<file path="src/rtl/spi_pkg.sv">
`default_nettype none
// +--------------------------------------------------------------------+
// | spi_pkg : shared state encoding and default constants for spi_mstr |
// | Rev 1.0                                                            |
// +--------------------------------------------------------------------+
package spi_pkg;

  typedef enum logic [1:0] {
    IDLE  = 2'd0,
    FRONT = 2'd1,
    SHIFT = 2'd2,
    BACK  = 2'd3
  } spi_state_t;

  localparam int DEFAULT_SCLK_DIV = 32;
  localparam int DEFAULT_PORCH    = 16;
  localparam int FRAME_BITS       = 16;

endpackage
`default_nettype wire

</file>
<file path="src/rtl/spi_mstr_if.sv">
`default_nettype none
// +--------------------------------------------------------------------+
// | spi_mstr_if : command-side and serial-side signals of spi_mstr     |
// | Rev 1.0                                                            |
// +--------------------------------------------------------------------+
interface spi_mstr_if;
  import spi_pkg::*;

  logic                  wrt_SPI;
  logic [FRAME_BITS-1:0] SPI_data;
  logic [2:0]            ss;
  logic                  MISO;
  logic                  SCLK;
  logic                  MOSI;
  logic [7:0]            SS_n;
  logic                  SPI_done;
  logic [FRAME_BITS-1:0] rd_data;
  logic [7:0]            EEP_data;
  logic                  busy;

  modport master (
    input  wrt_SPI, SPI_data, ss, MISO,
    output SCLK, MOSI, SS_n, SPI_done, rd_data, EEP_data, busy
  );

  modport slave (
    output wrt_SPI, SPI_data, ss, MISO,
    input  SCLK, MOSI, SS_n, SPI_done, rd_data, EEP_data, busy
  );

endinterface
`default_nettype wire

</file>
<file path="src/rtl/spi_mstr.sv">
`default_nettype none
// +--------------------------------------------------------------------+
// | spi_mstr : SPI mode-0 master, 16-bit frames, 8 one-hot selects     |
// | Rev 1.0                                                            |
// +--------------------------------------------------------------------+
module spi_mstr
  import spi_pkg::*;
#(
  parameter int SCLK_DIV = DEFAULT_SCLK_DIV,
  parameter int PORCH    = DEFAULT_PORCH
) (
  input  logic        clk,
  input  logic        rst,
  spi_mstr_if.master  bus
);

  localparam int DIV_W   = $clog2(SCLK_DIV);
  localparam int PORCH_W = (PORCH > 1) ? $clog2(PORCH) : 1;
  localparam int CNT_W   = (DIV_W > PORCH_W) ? DIV_W : PORCH_W;
  localparam int BIT_W   = $clog2(FRAME_BITS);

  localparam logic [CNT_W-1:0] DIV_LAST   = CNT_W'(SCLK_DIV - 1);
  localparam logic [CNT_W-1:0] DIV_MID    = CNT_W'(SCLK_DIV / 2 - 1);
  localparam logic [CNT_W-1:0] PORCH_LAST = CNT_W'(PORCH - 1);
  localparam logic [BIT_W-1:0] BIT_LAST   = BIT_W'(FRAME_BITS - 1);

  spi_state_t            state,     nxt_state;
  logic [CNT_W-1:0]      cnt,       nxt_cnt;
  logic [BIT_W-1:0]      bit_cnt,   nxt_bit_cnt;
  logic [FRAME_BITS-1:0] shift,     nxt_shift;
  logic [2:0]            ss_lat,    nxt_ss_lat;
  logic                  miso_smpl, nxt_miso_smpl;
  logic                  sclk_r,    nxt_sclk;
  logic [7:0]            ss_n_r,    nxt_ss_n;
  logic                  done_r,    nxt_done;
  logic                  busy_r,    nxt_busy;

  always_ff @(posedge clk) begin
    if (rst) begin
      state     <= IDLE;
      cnt       <= '0;
      bit_cnt   <= '0;
      shift     <= '0;
      ss_lat    <= '0;
      miso_smpl <= 1'b0;
      sclk_r    <= 1'b0;
      ss_n_r    <= 8'hFF;
      done_r    <= 1'b0;
      busy_r    <= 1'b0;
    end else begin
      state     <= nxt_state;
      cnt       <= nxt_cnt;
      bit_cnt   <= nxt_bit_cnt;
      shift     <= nxt_shift;
      ss_lat    <= nxt_ss_lat;
      miso_smpl <= nxt_miso_smpl;
      sclk_r    <= nxt_sclk;
      ss_n_r    <= nxt_ss_n;
      done_r    <= nxt_done;
      busy_r    <= nxt_busy;
    end
  end

  always_comb begin
    nxt_state     = state;
    nxt_cnt       = cnt;
    nxt_bit_cnt   = bit_cnt;
    nxt_shift     = shift;
    nxt_ss_lat    = ss_lat;
    nxt_miso_smpl = miso_smpl;
    nxt_done      = 1'b0;

    case (state)
      IDLE: begin
        if (bus.wrt_SPI) begin
          nxt_state   = FRONT;
          nxt_shift   = bus.SPI_data;
          nxt_ss_lat  = bus.ss;
          nxt_cnt     = '0;
          nxt_bit_cnt = '0;
        end
      end
      FRONT: begin
        if (cnt == PORCH_LAST) begin
          nxt_state = SHIFT;
          nxt_cnt   = '0;
        end else begin
          nxt_cnt = cnt + 1'b1;
        end
      end
      SHIFT: begin
        nxt_cnt = (cnt == DIV_LAST) ? '0 : cnt + 1'b1;
        // Sample one clk ahead of the SCLK rise; shift on the SCLK fall.
        if (cnt == DIV_MID) begin
          nxt_miso_smpl = bus.MISO;
        end
        if (cnt == DIV_LAST) begin
          nxt_shift   = {shift[FRAME_BITS-2:0], miso_smpl};
          nxt_bit_cnt = bit_cnt + 1'b1;
          if (bit_cnt == BIT_LAST) begin
            nxt_state = BACK;
          end
        end
      end
      BACK: begin
        if (cnt == PORCH_LAST) begin
          nxt_state = IDLE;
          nxt_cnt   = '0;
          nxt_done  = 1'b1;
        end else begin
          nxt_cnt = cnt + 1'b1;
        end
      end
      default: nxt_state = IDLE;
    endcase

    // Outputs are precomputed from next-state values so they leave flops.
    nxt_busy = (nxt_state != IDLE);
    nxt_sclk = (nxt_state == SHIFT) ? nxt_cnt[DIV_W-1] : 1'b0;
    nxt_ss_n = (nxt_state == IDLE) ? 8'hFF : ~(8'h01 << nxt_ss_lat);
  end

  assign bus.SCLK     = sclk_r;
  assign bus.MOSI     = shift[FRAME_BITS-1];
  assign bus.SS_n     = ss_n_r;
  assign bus.SPI_done = done_r;
  assign bus.rd_data  = shift;
  assign bus.EEP_data = shift[7:0];
  assign bus.busy     = busy_r;

endmodule
`default_nettype wire

</file>
<file path="src/flat_wrapper.sv">
// flat-port wrapper written by rule: the top's interface ports become plain ports
module spi_mstr_flat import spi_pkg::*;
#(
  parameter int SCLK_DIV = DEFAULT_SCLK_DIV,
  parameter int PORCH    = DEFAULT_PORCH
)
  (clk, rst, bus_wrt_SPI, bus_SPI_data, bus_ss, bus_MISO, bus_SCLK, bus_MOSI, bus_SS_n, bus_SPI_done, bus_rd_data, bus_EEP_data, bus_busy);
  spi_mstr_if bus_i ();
  input  logic clk;
  input  logic rst;
  input wire logic [$bits(bus_i.wrt_SPI)-1:0] bus_wrt_SPI;
  input wire logic [$bits(bus_i.SPI_data)-1:0] bus_SPI_data;
  input wire logic [$bits(bus_i.ss)-1:0] bus_ss;
  input wire logic [$bits(bus_i.MISO)-1:0] bus_MISO;
  output wire logic [$bits(bus_i.SCLK)-1:0] bus_SCLK;
  output wire logic [$bits(bus_i.MOSI)-1:0] bus_MOSI;
  output wire logic [$bits(bus_i.SS_n)-1:0] bus_SS_n;
  output wire logic [$bits(bus_i.SPI_done)-1:0] bus_SPI_done;
  output wire logic [$bits(bus_i.rd_data)-1:0] bus_rd_data;
  output wire logic [$bits(bus_i.EEP_data)-1:0] bus_EEP_data;
  output wire logic [$bits(bus_i.busy)-1:0] bus_busy;
  assign bus_i.wrt_SPI = bus_wrt_SPI;
  assign bus_i.SPI_data = bus_SPI_data;
  assign bus_i.ss = bus_ss;
  assign bus_i.MISO = bus_MISO;
  assign bus_SCLK = bus_i.SCLK;
  assign bus_MOSI = bus_i.MOSI;
  assign bus_SS_n = bus_i.SS_n;
  assign bus_SPI_done = bus_i.SPI_done;
  assign bus_rd_data = bus_i.rd_data;
  assign bus_EEP_data = bus_i.EEP_data;
  assign bus_busy = bus_i.busy;
  spi_mstr #(.SCLK_DIV(SCLK_DIV), .PORCH(PORCH)) u_core (.clk(clk), .rst(rst), .bus(bus_i));
endmodule
</file>
<file path="config.mk">
export PLATFORM = sky130hd
export DESIGN_NAME = spi_mstr_flat
export DESIGN_NICKNAME = d
export VERILOG_FILES = /design/src/rtl/spi_pkg.sv /design/src/rtl/spi_mstr_if.sv /design/src/rtl/spi_mstr.sv /design/src/flat_wrapper.sv
export SDC_FILE = /design/constraint.sdc
export NUM_CORES = 1
export LEC_CHECK = 0
export ABC_AREA = 1
export CORE_UTILIZATION = 40
export DETAILED_ROUTE_END_ITERATION = 7
export PLACE_DENSITY_LB_ADDON = 0.15
export SYNTH_ARGS = -nofsm -noshare
export SYNTH_HDL_FRONTEND = slang
export SYNTH_SLANG_ARGS = --single-unit
</file>
<file path="constraint.sdc">
create_clock -name clk -period 2.6 [get_ports clk]
set_clock_uncertainty 0.1 [all_clocks]
set_input_delay 0.26 -clock clk [delete_from_list [all_inputs] [get_ports clk]]
set_output_delay 0.26 -clock clk [all_outputs]
set_load 0.01 [all_outputs]
</file>
# Word level (Yosys, flattened, before mapping)
# Cells that the tools add are included.
dict set report op_classes {
  bitwise 3
  n_eq_ne 9
  add_sub_neg 2
  muxes 19
  reduce_logical 10
  shifts 1
}
# op n
set op_table {}
lappend op_table {{16-bit two-way mux} 2}
lappend op_table {{16-bit one-hot mux with 2 select lines} 1}
lappend op_table {{5-bit two-way mux} 3}
lappend op_table {{5-bit one-hot mux with 3 select lines} 1}
lappend op_table {{2-bit two-way mux} 5}
lappend op_table {{4-bit two-way mux} 2}
lappend op_table {{8-bit NOT} 1}
lappend op_table {{2-bit one-hot mux with 4 select lines} 1}
lappend op_table {{4-bit one-hot mux with 2 select lines} 1}
lappend op_table {{2-bit OR reduction} 4}
lappend op_table {{1-bit by 3-bit left shift with 8-bit output (first input constant)} 1}
lappend op_table {{2-bit equality test (second input constant)} 3}
lappend op_table {{3-bit two-way mux} 2}
lappend op_table {{5-bit by 1-bit adder with 5-bit output (second input constant)} 1}
lappend op_table {{5-bit by 4-bit equality test with 1-bit output (second input constant)} 1}
lappend op_table {{5-bit equality test (second input constant)} 1}
lappend op_table {{4-bit by 1-bit adder with 4-bit output (second input constant)} 1}
lappend op_table {{4-bit equality test (second input constant)} 1}
lappend op_table {{2-bit zero test} 2}
lappend op_table {{2-bit nonzero test} 2}
lappend op_table {{3-bit AND reduction} 1}
lappend op_table {{2-bit by 1-bit equality test with 1-bit output (second input constant)} 1}
lappend op_table {{2-bit by 1-bit inequality test with 1-bit output (second input constant)} 1}
lappend op_table {{2-bit inequality test (second input constant)} 1}
lappend op_table {{other kinds (3)} 4}
dict set report totals {
  word_cells 55
  out_inout_bits 36
  inputBits 23
  regBits 42
}

# Depth between registers and ports, before layout
dict set report logic_depth {
  word_depth 7
  depth_mapped 11
  mapped_depth_nobuf 11
}

# Worst setup path before layout
# Ideal clock, no wire load.
dict set report synth_timing {
  path_kind {register to register}
  startpoint {register u_core.cnt[0]}
  endpoint {register u_core.ss_n_r[0], in the netlist u_core.bus.SS_n[0]}
  synth_period_minus_slack_ps 1706
  setup_time_ps 119
  stages_incl_launch_ff 12
  arrival_ps 1488
  n_path_buf 0
  required_time_ps 2381
  setup_slack_ps 894
  cell_sequence {dfxtp_1 -> ha_1 -> nand2_1 -> nor2_1 -> ha_1 -> inv_1 -> nor2_1 -> nand2_1 -> nand2_1 -> nand2_1 -> nand2_2 -> nand2_1}
}
dict set report synth_via {
  elab_chain_len 5
  elab_cells_between_ends 8
  classes_between {2 x eq/ne; 4 x mux; 2 x reduce/logical}
}
# element line_no
set synth_rtl {}
lappend synth_rtl {{from (decl)} spi_mstr.sv:28} ;# logic [CNT_W-1:0] cnt, nxt_cnt;
lappend synth_rtl {{from (signal assigned)} spi_mstr.sv:52} ;# cnt <= nxt_cnt;
lappend synth_rtl {{5-bit by 4-bit equality test with 1-bit output / 5-bit equality test (equally long branches)} {spi_mstr.sv:84, spi_mstr.sv:106, spi_mstr.sv:97}}
lappend synth_rtl {{2-bit two-way mux (on tied branches)} {spi_mstr.sv:106, spi_mstr.sv:84, spi_mstr.sv:97}}
lappend synth_rtl {{2-bit one-hot mux with 4 select lines *} spi_mstr.sv:73} ;# case (state)
lappend synth_rtl {{2-bit zero test *} spi_mstr.sv:120} ;# nxt_ss_n = (nxt_state == IDLE) ? 8'hFF : ~(8'h01 << nxt_ss_lat);
lappend synth_rtl {{2-bit OR reduction (no source line) *} n/a}
lappend synth_rtl {{to (signal assigned)} spi_mstr.sv:58} ;# ss_n_r <= nxt_ss_n;
lappend synth_rtl {{to (decl)} spi_mstr.sv:34} ;# logic [7:0] ss_n_r, nxt_ss_n;
# Every way passes the cells marked *; elsewhere a longest branch is shown, timed or not.
# A chain may end at the register's enable or synchronous reset.

# Worst setup path in the final report
dict set report layout_timing {
  startpoint {register u_core.cnt[0]}
  endpoint {register u_core.ss_n_r[6], in the netlist u_core.bus.SS_n[6]}
}
# Same word-level chain as after synthesis.

==> impl_metrics.csv <==
group,metric,value,unit
status,status,"finished, final reports clean",
timing,worst_slew_pin_slew,0.4815,ns
place,place.gp.congestion,0.7920,
logic_synthesis,synth-async-reset-ratio,0,
route,vias_per_cell,4.478,
logic_synthesis,ys_seq_elements,42,
die,core_area,4817,um^2
route,drc_errors,0,
clocking,cts_tree,"built",
critical_path,slowest_stage,"dfxtp_1",
place,hpwlAfterDp,3115,um
logic_synthesis,synth_area_leaders,"dfxtp_1 (41%), nand2_1 (17%), nor2_1 (11%)",
timing,setup_tns,0,ns
timing,rsz0062_at_grt,"false",
logic_synthesis,synth_top_area_frac,0.4138,
route,dr.first_iter.drc_count,104,
logic_synthesis,synth-main-ff-cell,"dfxtp_1",
clocking,root_buffer,"clkbuf_8",
layout,antennaDiodeCount,0,
logic_synthesis,syn_inst,294,
clocking,path_clk_slew,0.08,ns
timing,finalCriticalPeriod,1.919,ns
route,totalWireLength,4246,um
timing,finalWorstSetupSlack,0.6808,ns
clocking,ctsResizeCount,0,
logic_synthesis,synth_compound_area_frac,0.08805,
timing,final_hold_viol_count,0,
clocking,clkSinkCount,42,
logic_synthesis,synthXorXnorAreaFrac,0,
logic_synthesis,synth-edff-count,0,
min_path,hold_path.class,"flip-flop to flip-flop",
critical_path,path_buf_inv,1,
clocking,htreeDepth,2,
power_and_ir_drop,vdd_drop_max,0.0002553,V
critical_path,end_kind,"flip-flop",
timing,maxSlewViolCount,0,
place,place_ws,0.6754,ns
layout,nets,370,
die,initial_core_util,0.4218,
layout,layout-drive-gt1-share,0.06414,
global_route,grt_max_degree,23,
route,firstDrtPassIters,4,
global_route,gr-total-overflow,0,
critical_path,crit_family,"simple AND/OR/NAND/NOR gates",
logic_synthesis,synth_area,2032,um^2
clocking,postCtsSetupRepairBufs,0,
logic_synthesis,yosys_warnings,0,
timing,slew_headroom,0.6786,
timing,period_share,0.7382,
route,dr_total_vias,1836,
logic_synthesis,synth_seq_area_share,0.4138,
critical_path,cp.required,2.68,ns
logic_synthesis,synth_nets,322,
logic_synthesis,synth_top_family_by_area,"simple AND/OR/NAND/NOR gates",
route,drtAntennaViolNets,0,
logic_synthesis,post_synth.cell_area_avg,6.911,um^2
clocking,clock_path_buffers,2,
place,numPortBuffers,58,
die,rows,25,
flow_run,maxCapViolations,0,
logic_synthesis,post-synth-top-count-cell,"nand2_1",
logic_synthesis,synth_fa_ha_area_frac,0.03079,
logic_synthesis,synthMuxAreaShare,0,
layout,fillCellCount,503,
critical_path,path_max_fanout,9,
die,io_pins,59,
critical_path,setup.worst_path.class,"flip-flop to flip-flop",
global_route,first_global_vias,1690,
critical_path,crit_top_cell,"nand2_1",
die,die_h,73.28,um
die,die_x,73.28,um
clocking,hold_buffers,0,
logic_synthesis,synth_simple_gate_area_frac,0.3516,
global_route,antenna_found_initial,0,
layout,final_util,0.5621,
clocking,cts_buffers,5,
global_route,grtUsageTotal,0.1728,
power_and_ir_drop,cellPowerDensity,585.5,nW/um^2
layout,seqCellArea,840.8,um^2
critical_path,crit_path_max_incr_delay,0.40,ns
timing,max_freq,521.0,MHz
critical_path,arrival,2.00,ns
timing,finalSetupViolations,0,
critical_path,crit_chain,"ha_1 -> nand2_1 -> nor2_1 -> ha_1 -> inv_1 -> nor2_1 -> nand2_1 -> nand2_1 -> nand2_1 -> nand2_2 -> nand2_1",
global_route,grt_pass1_wl,7279,um
power_and_ir_drop,p_leak,1.202,nW
logic_synthesis,yosys-top-cells-count,"nand2_1 (93), nor2_1 (59), dfxtp_1 (42), o21ai_0 (22), inv_1 (18)",
route,wl_per_cell,10.36,um
clocking,clk_latency,0.29,ns
die,die-area,5369,um^2
layout,syn_to_final_growth,33.25,%
logic_synthesis,synth_largest_area_cell,"dfxtp_1",
critical_path,start_kind,"flip-flop",
logic_synthesis,synth_cell_types,22,
layout,multiInputGateArea,955.9,um^2
==> where the power goes <==
| group | internal [W] | switching (W) | leakage [nW] |
|---|---|---|---|
| combinational | 0.000130 | 0.000121 | 0.786 |
| clock | 0.000409 | 0.000218 | 0.0714 |
| sequential | 0.000678 | 0.0000290 | 0.344 |
| total | 0.00122 | 0.000368 | 1.20 |
==> cells in the final DEF, fill, tap and decap left out, types with 3 or more instances in the layout <==
| cell | count |
|---|---|
| o21ai_0 | 22 |
| clkbuf_8 | 6 |
| buf_4 | 3 |
| ha_1 | 5 |
| clkdlybuf4s50_1 | 58 |
| a21oi_1 | 10 |
| dfxtp_1 | 42 |
| nor2_1 | 59 |
| inv_1 | 18 |
| nand2_1 | 93 |
| nand2_4 | 3 |
| nand3_1 | 9 |
==> cell families after synthesis <==
| group | count (synthesis) |
|---|---|
| and+or+nand+nor | 171 |
| DFF | 42 |
| buffers and inverters | 41 |
| AOI/OAI and AO/OA | 35 |
| adders and majority gates | 5 |
==> state kept, by name, summed over array words and instances, names as in the netlist <==
signal and count:
u_core.bus.rd_data 16, u_core.ss_lat 3, u_core.cnt 5, u_core.bus.SCLK 1, u_core.bus.SS_n 8, u_core.bus.SPI_done 1
u_core.bus.busy 1, u_core.miso_smpl 1, u_core.bit_cnt 4, u_core.state 2
==> worst paths after layout <==
kind / startpoint / endpoint / slack, ns / cells after the start
worst max register to register: u_core.cnt[0] / u_core.bus.SS_n[6] / 0.68 / 11
worst min-delay path: u_core.miso_smpl / u_core.miso_smpl / 0.37 / 2
worst max-delay path: u_core.cnt[0] / u_core.bus.SS_n[6] / 0.68 / 11
worst min register to register: u_core.miso_smpl / u_core.miso_smpl / 0.37 / 2
==> per-layer routing <==
layer	GRT usage	wire [um]	vias up
met5	0	0	-
met3	0.03704	164	2
met1	0.2344	2102	798
li1	-	-	1000
met2	0.2778	1960	36
met4	0.04575	19	0
==> cell type report <==
class                   instances  share of cell area
well taps                      67             0.03096
clock inverters                 2             0.02218
flip-flops and latches         42              0.3105
inverters                      21             0.03004
multi-input cells             211              0.3530
repair buffers                 61              0.2227
clock buffers                   6             0.03050
==> through the flow <==
stage | power (W) | area [um^2] | hold slack, ns | std cells
2_1_floorplan | 0.0008650 | 2032 | 0.3244 | 294
3_3_place_gp | 0.0009727 | 2565 | 0.3715 | 402
3_5_place_dp | 0.0009752 | 2565 | 0.3759 | 402
4_1_cts | 0.001602 | 2708 | 0.3891 | 410
5_1_grt | 0.001660 | 2708 | 0.4095 | 410
6_report | 0.001585 | 2708 | 0.3729 | 410
==> tightest hold or removal path, cell delays in order, from the launching register on <==
cell and delay (ns):
dfxtp_1 0.30, inv_1 0.07, a21oi_1 0.06
Note: power is estimated with default switching activity, not from simulation.
